<file path="config.mk">
export PLATFORM = sky130hd
export DESIGN_NAME = int_arbiter
export DESIGN_NICKNAME = d
export VERILOG_FILES = /design/src/rtl/int_arbiter.sv
export SDC_FILE = /design/constraint.sdc
export NUM_CORES = 1
export LEC_CHECK = 0
export BUFFER_PORTS_ARGS = -buffer_cell sky130_fd_sc_hd__buf_2
export CAP_MARGIN = 15
export CORE_UTILIZATION = 25
export DETAILED_ROUTE_END_ITERATION = 8
export GPL_ROUTABILITY_DRIVEN = 0
export PLACE_DENSITY = 0.55
export SLEW_MARGIN = 25
export SYNTH_ARGS = -nofsm -noshare
export SYNTH_HDL_FRONTEND = slang
export SYNTH_SLANG_ARGS = --single-unit
</file>
<file path="constraint.sdc">
create_clock -name clk -period 1.2 [get_ports clk]
set_input_delay 0.24 -clock clk [delete_from_list [all_inputs] [get_ports clk]]
set_output_delay 0.24 -clock clk [all_outputs]
set_load 0.05 [all_outputs]
</file>
<file path="src/rtl/int_arbiter.sv">
// Interrupt arbiter: latches rising edges of NUM_SRC lines, masks them and hands one winner
// to the CPU via a req/ack/reti handshake. Define INT_ROUND_ROBIN_EN for round-robin search.
module int_arbiter #(
  parameter int unsigned NUM_SRC = 8,
  parameter int unsigned ID_W    = 8
) (
  input  logic               clk,
  input  logic               reset,
  input  logic [NUM_SRC-1:0] irq_in,
  input  logic               mask_we,
  input  logic [NUM_SRC-1:0] mask_wdata,
  output logic [NUM_SRC-1:0] mask_out,
  output logic [NUM_SRC-1:0] pending_out,
  output logic               cpu_int_req,
  input  logic               cpu_int_ack,
  output logic [ID_W-1:0]    int_id,
  input  logic               reti,
  output logic               in_service
);

  localparam int unsigned IdxW = (NUM_SRC > 1) ? $clog2(NUM_SRC) : 1;

  typedef enum logic [1:0] {StIdle, StReq, StService} state_e;

  state_e            state_q, state_d;
  logic [NUM_SRC-1:0] irq_prev_q;
  logic [NUM_SRC-1:0] pending_q, pending_d;
  logic [NUM_SRC-1:0] mask_q, mask_d;
  logic              req_q, req_d;
  logic              svc_q, svc_d;
  logic [IdxW-1:0]   id_q, id_d;
  logic [NUM_SRC-1:0] req_vec;
  logic [IdxW-1:0]   winner;
  logic              found;

`ifdef INT_ROUND_ROBIN_EN
  logic [IdxW-1:0]   rr_ptr_q, rr_ptr_d;

  // Search starts at rr_ptr and wraps back to source 0.
  always_comb begin
    int unsigned idx;
    idx     = 0;
    req_vec = pending_q & mask_q;
    winner  = '0;
    found   = 1'b0;
    for (int unsigned k = 0; k < NUM_SRC; k++) begin
      idx = int'(rr_ptr_q) + k;
      if (idx >= NUM_SRC) idx = idx - NUM_SRC;
      if (!found && req_vec[idx]) begin
        found  = 1'b1;
        winner = IdxW'(idx);
      end
    end
  end
`else
  // Fixed priority: lowest index wins.
  always_comb begin
    req_vec = pending_q & mask_q;
    winner  = '0;
    found   = 1'b0;
    for (int unsigned k = 0; k < NUM_SRC; k++) begin
      if (!found && req_vec[k]) begin
        found  = 1'b1;
        winner = IdxW'(k);
      end
    end
  end
`endif

  always_comb begin
    state_d   = state_q;
    req_d     = req_q;
    svc_d     = svc_q;
    id_d      = id_q;
    pending_d = pending_q;
    mask_d    = mask_we ? mask_wdata : mask_q;
`ifdef INT_ROUND_ROBIN_EN
    rr_ptr_d  = rr_ptr_q;
`endif
    case (state_q)
      StIdle: begin
        if (found) begin
          id_d    = winner;
          req_d   = 1'b1;
          state_d = StReq;
        end
      end
      StReq: begin
        if (cpu_int_ack) begin
          pending_d[id_q] = 1'b0;
          req_d           = 1'b0;
          svc_d           = 1'b1;
          state_d         = StService;
`ifdef INT_ROUND_ROBIN_EN
          rr_ptr_d = (id_q == IdxW'(NUM_SRC - 1)) ? '0 : id_q + 1'b1;
`endif
        end
      end
      StService: begin
        if (reti) begin
          svc_d   = 1'b0;
          state_d = StIdle;
        end
      end
      default: state_d = StIdle;
    endcase
    // Applied after the ack clear so a same-cycle edge keeps the bit set.
    pending_d = pending_d | (irq_in & ~irq_prev_q);
  end

  always_ff @(posedge clk) begin
    if (reset) begin
      state_q    <= StIdle;
      irq_prev_q <= '0;
      pending_q  <= '0;
      mask_q     <= '1;
      req_q      <= 1'b0;
      svc_q      <= 1'b0;
      id_q       <= '0;
`ifdef INT_ROUND_ROBIN_EN
      rr_ptr_q   <= '0;
`endif
    end else begin
      state_q    <= state_d;
      irq_prev_q <= irq_in;
      pending_q  <= pending_d;
      mask_q     <= mask_d;
      req_q      <= req_d;
      svc_q      <= svc_d;
      id_q       <= id_d;
`ifdef INT_ROUND_ROBIN_EN
      rr_ptr_q   <= rr_ptr_d;
`endif
    end
  end

  assign mask_out    = mask_q;
  assign pending_out = pending_q;
  assign cpu_int_req = req_q;
  assign int_id      = ID_W'(id_q);
  assign in_service  = svc_q;

endmodule

</file>
==> out/metrics.csv <==
metric;value;unit
status;complete, but fails checks;
violated checks;negative setup slack;
critical path required time;1.36;ns
clock root buffer;sky130_fd_sc_hd__clkbuf_8;
First DRT Iteration DRCs;28;
number of storage elements in the synthesis netlist;31;
Pre-antenna DRT Iters;4;
dominant cells by area after synthesis;sky130_fd_sc_hd__dfxtp_1 50%, sky130_fd_sc_hd__nor2b_1 9.1%, sky130_fd_sc_hd__a211o_1 6.4%;
sequence of cells on the critical path;a22oi_2 > nand4_1 > nand2_2 > mux2_4;
setup repair after global routing missed its margin;true;
Post-Syn Instances;130;
cell depth of the worst hold path;2;
number of failing hold endpoints at the final stage;0;
worst hold path class;in -> reg;
mux cell area share after synthesis;0.00913;
critical path's slowest cell;sky130_fd_sc_hd__dfxtp_4;
clock skew;0.00309;ns
hold buffers post-CTS;0;
Setup-failing EPs final;1;
layout overhead on the synthesized area;49.3;%
number of distinct library cell variants in the gate-level netlist after synthesis;25;
adder and majority gate portion of the synthesized area;0;
vias in the first global route;995;
die height;72.2;microns
die outline width;72.2;microns
number of port buffers;41;
post-detailed-routing wire length;3.04;mm
number of placement rows;25;
worst stage delay on the critical path;0.35;ns
Clock Pin Slew Worst Setup and Hold Paths;0.06;ns
estimated wirelength of the detail-placed design;2.34;mm
Final min period;1.23;ns
# DRC;0;
Arr. time, crit path;1.39;ns
simple-gate area share of the yosys netlist;0.212;
TritonCTS clock tree;done;
worst flop-to-flop path startpoint;pending_out[5]$_SDFF_PP0_;
layout cell share with drive strength beyond 1;0.487;
CP max FO;3;
portion of synthesized cell area occupied by the leading cell type;0.503;
Pwr Density;1510;mW/mm^2
maximum number of pins on one net before global-route repair;19;
area share of xor/xnor cells in the synthesized design;0;
final net count;209;
total CTS buffers;5;
number of H-tree levels;2;
Post-CTS Setup Inserts;0;
top cell type by total area after synthesis;sky130_fd_sc_hd__dfxtp_1;
Sinks on Clock Net;31;
global-route wire length before repair;4.71;mm
Fmax;815;MHz
combinational family with the most area after synthesis;compound AO/OA/AOI/OAI gates;
count of boundary I/O pins;47;
critical path's top delay family;flip-flops;
number of nets with antenna violations after routing;0;
largest voltage drop on the vdd net;720;uV
Mapped Avg Cell Area;9.49;sq um
overall die area;0.00522;sq mm
crit path capture type;flip-flop;
hold path startpoint;mask_wdata[0];
path depth of the worst reg2reg path;4;
Via Count;1090;
worst hold path endpoint;mask_out[0]$_SDFFE_PP1P_;
Worst Setup Slack, final;-0.0266;ns
Final Instance Count excl. Fillers;256;
Buf+Inv Stages, Crit Path;0;
yosys warns;0;
placed insts;248;
post-synthesis instance area;0.00123;sq mm
portion of the clock cycle consumed by the worst path in the final layout;1.02;
Compound-Gate Fraction of Synth Area;0.222;
Core Box Area;0.00472;sq mm
WL per Instance;11.9;microns
setup slack of the most critical reg-to-reg path;-0.03;ns
diodes inserted;0;
mean number of vias per cell;4.26;
maximum buffer depth of the clock tree;2;
global router's overall resource usage;0.122;
effective utilization at floorplan;0.261;
Max Transition Viols Final;0;
Remaining Overflow, GRT;0;
clock insertion delay at the later pin of the skew report;0.27;ns
antenna violations before repair;0;
FF-to-FF End;id_q[0]$_SDFFE_PP0P_;
number of violations of the max-capacitance limit;0;
post-synthesis sequential area ratio;0.503;
pre-CTS setup slack;-0.0815;ns
critical path class;reg -> reg;
startpoint types;flip-flop;
leak pwr;0.785;nW
-- where the power goes --
group / total, mW / internal (mW) / switching (mW)
Combinational: 0.757 / 0.286 / 0.471
Sequential: 1.20 / 1.12 / 0.0756
Clock: 0.818 / 0.462 / 0.356
Total: 2.77 / 1.87 / 0.903
-- cell type report --
cell class / count / area, sq um
clock inverter: 1 / 5.00
inverter: 2 / 7.51
sequential: 31 / 656
tap: 67 / 83.8
timing repair buffer: 56 / 372
multi-input combinational: 92 / 632
clock buffer: 7 / 86.3
fill: 491 / 2880
-- cells by family (layout without fill, tap and decap cells) --
group,count (synthesis),after routing
simple gates,46,46
compound gates,40,40
flops,31,31
buf+inv,11,66
other cells,1,5
mux,1,1
-- routing by layer --
metal,track usage,vias to the layer above,part of all wire
met5,0,-,0
met4,0.0588,0,0.014
met3,0.0375,4,0.055
met2,0.175,38,0.42
met1,0.166,480,0.51
li1,-,568,-
-- state kept, by name (all words and copies together), names as in the netlist --
name         count
pending_out      8
state_q          2
id_q             3
irq_prev_q       8
cpu_int_req      1
in_service       1
mask_out         8
-- cells in the mapped netlist --
cell type                   instances
sky130_fd_sc_hd__inv_1              2
sky130_fd_sc_hd__a2111oi_0          1
sky130_fd_sc_hd__and2_1             1
sky130_fd_sc_hd__clkbuf_1           2
sky130_fd_sc_hd__a22oi_1            4
sky130_fd_sc_hd__dfxtp_1           31
sky130_fd_sc_hd__nand3_1            2
sky130_fd_sc_hd__nand4_1            1
sky130_fd_sc_hd__a2111oi_2          1
sky130_fd_sc_hd__a211o_1            9
sky130_fd_sc_hd__nor2_1             2
sky130_fd_sc_hd__or3b_1             1
sky130_fd_sc_hd__and2b_1            1
sky130_fd_sc_hd__conb_1             1
sky130_fd_sc_hd__nor2b_1           18
sky130_fd_sc_hd__buf_4              5
sky130_fd_sc_hd__o21ai_0            9
sky130_fd_sc_hd__nand2_1           10
sky130_fd_sc_hd__buf_2              2
sky130_fd_sc_hd__a32o_1             1
sky130_fd_sc_hd__nand3b_1           2
sky130_fd_sc_hd__a221oi_1           3
sky130_fd_sc_hd__mux2_1             1
sky130_fd_sc_hd__nand2b_1           8
sky130_fd_sc_hd__a21oi_1           12
-- how the worst max path moves through the flow --
stage                                    endpoint  slack [ns]                       from  cells past startpoint
after floorplan              id_q[0]$_SDFFE_PP0P_       -0.10   mask_out[3]$_SDFFE_PP1P_                      4
after global placement    state_q[0]$_SDFFE_PP0P_       -0.05  pending_out[6]$_SDFF_PP0_                      5
after detailed placement  state_q[0]$_SDFFE_PP0P_       -0.08  pending_out[6]$_SDFF_PP0_                      5
after CTS                    id_q[0]$_SDFFE_PP0P_       -0.03  pending_out[5]$_SDFF_PP0_                      4
after global routing         id_q[0]$_SDFFE_PP0P_       -0.05  pending_out[5]$_SDFF_PP0_                      4
final                        id_q[0]$_SDFFE_PP0P_       -0.03  pending_out[5]$_SDFF_PP0_                      4
-- metrics by stage --
step,hold slack [ns],TNS [ns],util,power [mW],instance area (sq um)
floorplan,0.331,-0.102,-,1.69,1300
global placement,0.452,-0.0526,0.351,1.92,1660
detailed placement,0.448,-0.0953,0.351,1.92,1660
CTS,0.164,-0.0343,0.377,2.78,1780
global route,0.166,-0.0493,0.390,2.92,1840
finish,0.174,-0.0266,0.390,2.77,1840
-- cells in the final DEF, fill, tap and decap left out --
master                       n
sky130_fd_sc_hd__nand2b_1    8
sky130_fd_sc_hd__or3b_1      1
sky130_fd_sc_hd__conb_1      5
sky130_fd_sc_hd__o21ai_0     8
sky130_fd_sc_hd__nand3b_1    2
sky130_fd_sc_hd__nor2_1      1
sky130_fd_sc_hd__mux2_4      1
sky130_fd_sc_hd__o21ai_1     1
sky130_fd_sc_hd__a2111oi_4   2
sky130_fd_sc_hd__clkinv_2    1
sky130_fd_sc_hd__buf_4      18
sky130_fd_sc_hd__nor2_4      1
sky130_fd_sc_hd__inv_1       2
sky130_fd_sc_hd__clkbuf_8    6
sky130_fd_sc_hd__buf_2      32
sky130_fd_sc_hd__clkbuf_1    1
sky130_fd_sc_hd__dfxtp_2    13
sky130_fd_sc_hd__dfxtp_1    13
sky130_fd_sc_hd__nand2_2     2
sky130_fd_sc_hd__nor2b_2     1
sky130_fd_sc_hd__a22oi_1     1
sky130_fd_sc_hd__a211o_1     9
sky130_fd_sc_hd__a221oi_1    3
sky130_fd_sc_hd__buf_6       5
sky130_fd_sc_hd__nand2_1     8
sky130_fd_sc_hd__and2_1      1
sky130_fd_sc_hd__dfxtp_4     5
sky130_fd_sc_hd__nand3_1     2
sky130_fd_sc_hd__a22oi_2     3
sky130_fd_sc_hd__buf_12      1
sky130_fd_sc_hd__nor2b_1    17
sky130_fd_sc_hd__a32o_2      1
sky130_fd_sc_hd__and2b_1     1
sky130_fd_sc_hd__nand4_1     1
sky130_fd_sc_hd__a21oi_1    12
-- timing repair --
action,in CTS,in global routing
endpoints found under the setup margin,11,13
pin swaps,0,1
gates resized for setup,12,15
gates cloned,0,0
Note: power is estimated with default switching activity, not from simulation.
